$ cat src/rtl/m68k_bus_master.sv
// m68k_bus_master
//   68000-style bus initiator for DMA/debug engines. Arbitrates for the shared
//   bus with BR/BG/BGACK and runs one byte/word read or write per accepted
//   request using AS/UDS/LDS/RW. It then waits for DTACK from whichever
//   responder decodes the address. Each request gets one response pulse that
//   carries either the read data or a DTACK-timeout error.
//
// Ports
//   CLK, RST              clock, synchronous active-high reset
//   REQ_VALID/REQ_READY   request handshake; REQ_* is held until REQ_READY
//   REQ_ADDR[23:1]        word address
//   REQ_RW                1 = read, 0 = write
//   REQ_UDS, REQ_LDS      active-low byte enables
//   REQ_WDATA             write data
//   REQ_HOLD              keep the bus for a back-to-back follow-on request
//   RSP_VALID             one-cycle completion pulse
//   RSP_RDATA             read data (read cycles)
//   RSP_ERR               DTACK timeout
//   BR, BG, BGACK         bus arbitration (active-low; BG is asynchronous)
//   AS_IN, DTACK          bus AS and DTACK as seen on the bus (asynchronous)
//   BUS_OE                enable for the bus drivers of the outputs below
//   AS, UDS, LDS, RW      bus strobes (active-low) and direction
//   ADDR_OUT, DATA_OUT    bus address and write data
//   DATA_IN               bus read data

module m68k_bus_master #(
  parameter int TIMEOUT_CYCLES = 64,
  parameter int SYNC_STAGES    = 2
) (
  input  logic        CLK,
  input  logic        RST,
  input  logic        REQ_VALID,
  output logic        REQ_READY,
  input  logic [23:1] REQ_ADDR,
  input  logic        REQ_RW,
  input  logic        REQ_UDS,
  input  logic        REQ_LDS,
  input  logic [15:0] REQ_WDATA,
  input  logic        REQ_HOLD,
  output logic        RSP_VALID,
  output logic [15:0] RSP_RDATA,
  output logic        RSP_ERR,
  output logic        BR,
  input  logic        BG,
  output logic        BGACK,
  input  logic        AS_IN,
  input  logic        DTACK,
  output logic        BUS_OE,
  output logic        AS,
  output logic        UDS,
  output logic        LDS,
  output logic        RW,
  output logic [23:1] ADDR_OUT,
  output logic [15:0] DATA_OUT,
  input  logic [15:0] DATA_IN
);

  localparam int CNT_W = $clog2(TIMEOUT_CYCLES) + 1;

  typedef enum logic [2:0] {
    S_IDLE, S_ARB, S_ADDR, S_STROBE, S_WAIT_ACK, S_LATCH, S_END, S_DTWAIT
  } state_t;

  state_t             state;
  logic [CNT_W-1:0]   cnt;
  logic               uds_q, lds_q;

  // Synchronisers. They reset to the inactive (high) level, so a fresh reset
  // never shows a phantom grant or acknowledge.
  logic [SYNC_STAGES-1:0] bg_sr, dtack_sr, as_sr;
  logic                   bg_s, dtack_s, as_s;

  always_ff @(posedge CLK) begin
    if (RST) begin
      bg_sr    <= '1;
      dtack_sr <= '1;
      as_sr    <= '1;
    end else begin
      bg_sr    <= {bg_sr[SYNC_STAGES-2:0], BG};
      dtack_sr <= {dtack_sr[SYNC_STAGES-2:0], DTACK};
      as_sr    <= {as_sr[SYNC_STAGES-2:0], AS_IN};
    end
  end

  assign bg_s    = bg_sr[SYNC_STAGES-1];
  assign dtack_s = dtack_sr[SYNC_STAGES-1];
  assign as_s    = as_sr[SYNC_STAGES-1];

  // Two ways into the address phase: a fresh grant once the previous master
  // has fully left the bus (AS and DTACK both released), or a held bus with a
  // follow-on request once our own responder has released DTACK.
  logic grant_ok, hold_next, start_addr;
  assign grant_ok   = (state == S_ARB) && !bg_s && as_s && dtack_s;
  assign hold_next  = (state == S_DTWAIT) && dtack_s && REQ_VALID && REQ_HOLD;
  assign start_addr = grant_ok || hold_next;

  always_ff @(posedge CLK) begin
    if (RST) begin
      state     <= S_IDLE;
      cnt       <= '0;
      uds_q     <= 1'b1;
      lds_q     <= 1'b1;
      REQ_READY <= 1'b0;
      RSP_VALID <= 1'b0;
      RSP_ERR   <= 1'b0;
      RSP_RDATA <= '0;
      BR        <= 1'b1;
      BGACK     <= 1'b1;
      BUS_OE    <= 1'b0;
      AS        <= 1'b1;
      UDS       <= 1'b1;
      LDS       <= 1'b1;
      RW        <= 1'b1;
      ADDR_OUT  <= '0;
      DATA_OUT  <= '0;
    end else begin
      REQ_READY <= 1'b0;
      RSP_VALID <= 1'b0;

      case (state)
        S_IDLE: if (REQ_VALID) begin
          BR    <= 1'b0;
          state <= S_ARB;
        end
        S_ARB: begin
          // exit is handled by start_addr below
        end
        S_ADDR: begin
          // The address is already stable for one cycle. Now strobe.
          AS      <= 1'b0;
          UDS     <= uds_q;
          LDS     <= lds_q;
          RSP_ERR <= 1'b0;
          cnt     <= '0;
          state   <= S_STROBE;
        end
        S_STROBE: state <= S_WAIT_ACK;
        S_WAIT_ACK: begin
          cnt <= cnt + 1'b1;
          // An acknowledge arriving in the final cycle still counts.
          if (!dtack_s)
            state <= S_LATCH;
          else if (cnt == CNT_W'(TIMEOUT_CYCLES - 1)) begin
            RSP_ERR <= 1'b1;
            state   <= S_END;
          end
        end
        S_LATCH: begin
          if (RW) RSP_RDATA <= DATA_IN;
          state <= S_END;
        end
        S_END: begin
          AS        <= 1'b1;
          UDS       <= 1'b1;
          LDS       <= 1'b1;
          RW        <= 1'b1;
          RSP_VALID <= 1'b1;
          state     <= S_DTWAIT;
        end
        S_DTWAIT: if (dtack_s && !hold_next) begin
          BUS_OE <= 1'b0;
          BGACK  <= 1'b1;
          state  <= S_IDLE;
        end
        default: state <= S_IDLE;
      endcase

      if (start_addr) begin
        BR        <= 1'b1;
        BGACK     <= 1'b0;
        BUS_OE    <= 1'b1;
        REQ_READY <= 1'b1;
        ADDR_OUT  <= REQ_ADDR;
        RW        <= REQ_RW;
        DATA_OUT  <= REQ_WDATA;
        uds_q     <= REQ_UDS;
        lds_q     <= REQ_LDS;
        state     <= S_ADDR;
      end
    end
  end

endmodule

$ cat config.mk
export PLATFORM = sky130hd
export DESIGN_NAME = m68k_bus_master
export DESIGN_NICKNAME = d
export VERILOG_FILES = /design/src/rtl/m68k_bus_master.sv
export SDC_FILE = /design/constraint.sdc
export NUM_CORES = 1
export LEC_CHECK = 0
export ABC_CLOCK_PERIOD_IN_PS = 2300
export CELL_PAD_IN_SITES_DETAIL_PLACEMENT = 1
export CELL_PAD_IN_SITES_GLOBAL_PLACEMENT = 1
export CORE_AREA = 2 2 85 87
export DETAILED_ROUTE_END_ITERATION = 6
export DIE_AREA = 0 0 87 89
export DONT_BUFFER_PORTS = 1
export PLACE_DENSITY_LB_ADDON = 0.1
export SYNTH_ARGS = -nofsm -noshare
export SYNTH_HDL_FRONTEND = slang
export SYNTH_SLANG_ARGS = --single-unit
$ cat constraint.sdc
create_clock -name CLK -period 2.3 [get_ports CLK]
set_input_delay 0.575 -clock CLK [delete_from_list [all_inputs] [get_ports CLK]]
set_output_delay 0.575 -clock CLK [all_outputs]
set_load 0.005 [all_outputs]
==> metrics.cfg <==
[clock_network]
post-cts-setup-buffer-count = 0
clkSinkCount = 83
cts-resized-gates = 0
cts_tree = yes
clkTransAtPathRegs_ps = 90
clk_latency_ps = 350
cts_inserted_buffers = 9
cts_root_buffer = clkbuf_8
clock_path_buffers = 2
cts_hold_buf = 0
htreeDepth = 3

[logic_synthesis]
syn_nets = 442
ys_types = 43
synth_flop_cell = dfxtp_1
synth_edf_count = 0
syn_avg_cell_area_um2 = 8.27
async_reset_ff_frac = 0
netlist_area_um2 = 3110
synthCells = 376
synth_seq_cells = 83
ys_seq_area_frac = 0.534
synth_warnings = 0

[cells_and_area]
diodes = 0
drive_above_1_share = 0.0870
fin_util = 0.496
syn2layout_area_growth_pct = 7.12
fin_nets = 430

[sta]
finalCritPeriodShare = 0.818
fin_skew_ps = 8.89
setup_ws_ps = 418
rsz0062_at_grt = no
relSlewSlack = 0.557
fmax_mhz = 531
timing.final.crit_period_ps = 1880
tns_ps = 0
hold_ws_ps = 284
drv_slew = 0
hold_viol_final = 0
finalSetupViolations = 0
tightest_slew_ps = 664

[critical_path]
startpoint_type = register
crit_start = state[2]
arrival_ps = 2160
path_class = reg -> reg
cp_max_fo = 41
endpoint_kind = register
r2r-start = state[2]
required_ps = 2570

[pwr]
power.leakage_nw = 1.13
power_density_nw_per_um2 = 798
finalPower_w = 0.00266
ir_drop_uv = 416

[place]
place.gp.congestion = 0.713
port_buffers = 0
preCtsSetupSlack_ps = 426
dp_hpwl_um = 5190

[run]
cap_violations = 0

[floorplan]
rows = 30
die_w_um = 87
initial_core_util = 0.463
die-height_um = 89
ios = 130
dieArea_um2 = 7740
core_area_um2 = 6720

[drt]
dr.pass1.iters = 4
detail_route.vias_per_cell = 5.57
drtIter0Drc = 117
vias = 2494
routedWlPerCell_um = 16.8
drt.antenna.violating_nets = 0
totalWireLength_um = 7550
drc = 0

[outcome]
status = finished, final reports clean

[global_route]
grt_max_degree = 83
grt_antenna_before_repair = 0
grt_pass1_vias = 2429
grt_usage = 0.194
grt_first_pass_wirelength_um = 11800
overflow = 0

[worst_hold_path]
holdCritStartpoint = RST
hold_path.class = in -> reg

[synthesized netlist by cell type, types with 2 or more instances]
master | n | share of area
nand2_1 | 122 | 0.15
dfxtp_1 | 83 | 0.53
a21oi_1 | 70 | 0.11
clkbuf_1 | 13 | 0.016
nor2_1 | 12 | 0.014
buf_4 | 7 | 0.017
nand2b_1 | 7 | 0.014
or2_2 | 6 | 0.012
buf_2 | 5 | 0.0080
nand3b_1 | 3 | 0.0072
nor3_1 | 3 | 0.0048
o211ai_1 | 3 | 0.0072
o21ai_0 | 3 | 0.0048
o21bai_1 | 3 | 0.0072
or3_1 | 3 | 0.0060
and4_1 | 2 | 0.0056
inv_1 | 2 | 0.0024
nor2b_1 | 2 | 0.0040
nor4_1 | 2 | 0.0040
or3b_2 | 2 | 0.0056
[flip-flops by register name, indices dropped and copies added (netlist names)]
| register | count |
|---|---|
| ADDR_OUT | 23 |
| cnt | 7 |
| RSP_RDATA | 16 |
| REQ_READY | 1 |
| DATA_OUT | 16 |
| RW | 1 |
| lds_q | 1 |
| UDS | 1 |
| as_sr | 2 |
| dtack_sr | 2 |
| bg_sr | 2 |
| BGACK | 1 |
| BR | 1 |
| RSP_ERR | 1 |
| LDS | 1 |
| uds_q | 1 |
| BUS_OE | 1 |
| state | 3 |
| AS | 1 |
| RSP_VALID | 1 |
[critical path, stage by stage (launching register included)]
cell and delay (ps):
dfxtp_1 650, and4_1 370, o211a_1 320, buf_12 240, nand2_1 80, a21oi_1 140
[per-layer routing]
metal	wire (um)	vias to the layer above	track usage
li1	-	1228	-
met1	3070	1172	0.228
met2	3630	86	0.315
met3	753	8	0.0840
met4	95	0	0.0767
met5	0	-	0
[worst paths after layout]
kind                        to  slack, ps  cells past startpoint
hold reg to reg       bg_sr[1]        420                      1
hold / removal    ADDR_OUT[16]        280                      1
setup / recovery  ADDR_OUT[20]        420                      5
setup reg to reg  ADDR_OUT[20]        420                      5
[kinds of logic (layout without fill, tap and decap cells)]
kind of cell / after synthesis / after routing / synth area share
flops: 83 / 83 / 0.534
fa+ha+maj: 1 / 1 / 0.00402
buf+inv: 29 / 21 / 0.0483
compound gates: 88 / 88 / 0.156
simple gates: 174 / 174 / 0.253
mux: 1 / 1 / 0.00362
[final cells by class]
cell class / count / area (um^2)
Clock buffer: 11 / 151
Clock inverter: 4 / 48.8
Fill cell: 814 / 3390
Inverter: 2 / 7.51
Multi-Input combinational cell: 264 / 1310
Sequential cell: 83 / 1660
Tap cell: 80 / 100
Timing Repair Buffer: 4 / 55.1
[placed cells by master (no fill, tap or decap), types with 3 or more instances in the layout]
cell / instances
a21oi_1: 70
clkbuf_8: 11
dfxtp_1: 83
nand2_1: 122
nand2b_1: 7
nand3b_1: 3
nor2_1: 12
nor3_1: 3
o211ai_1: 3
o21ai_0: 3
o21bai_1: 3
or2_2: 6
or3_1: 3
[stage by stage]
stage / area (um^2) / std cells
floorplan: 3110 / 376
global route: 3330 / 448
CTS: 3330 / 448
finish: 3330 / 448
detailed placement: 3130 / 433
global placement: 3130 / 433
[power breakdown]
part | total (W) | switching (W) | internal, W
Sequential | 0.00150 | 0.0000349 | 0.00146
Combinational | 0.0000921 | 0.0000493 | 0.0000428
Clock | 0.00107 | 0.000512 | 0.000556
Total | 0.00266 | 0.000596 | 0.00206
Power figures use the tool's default switching activity.
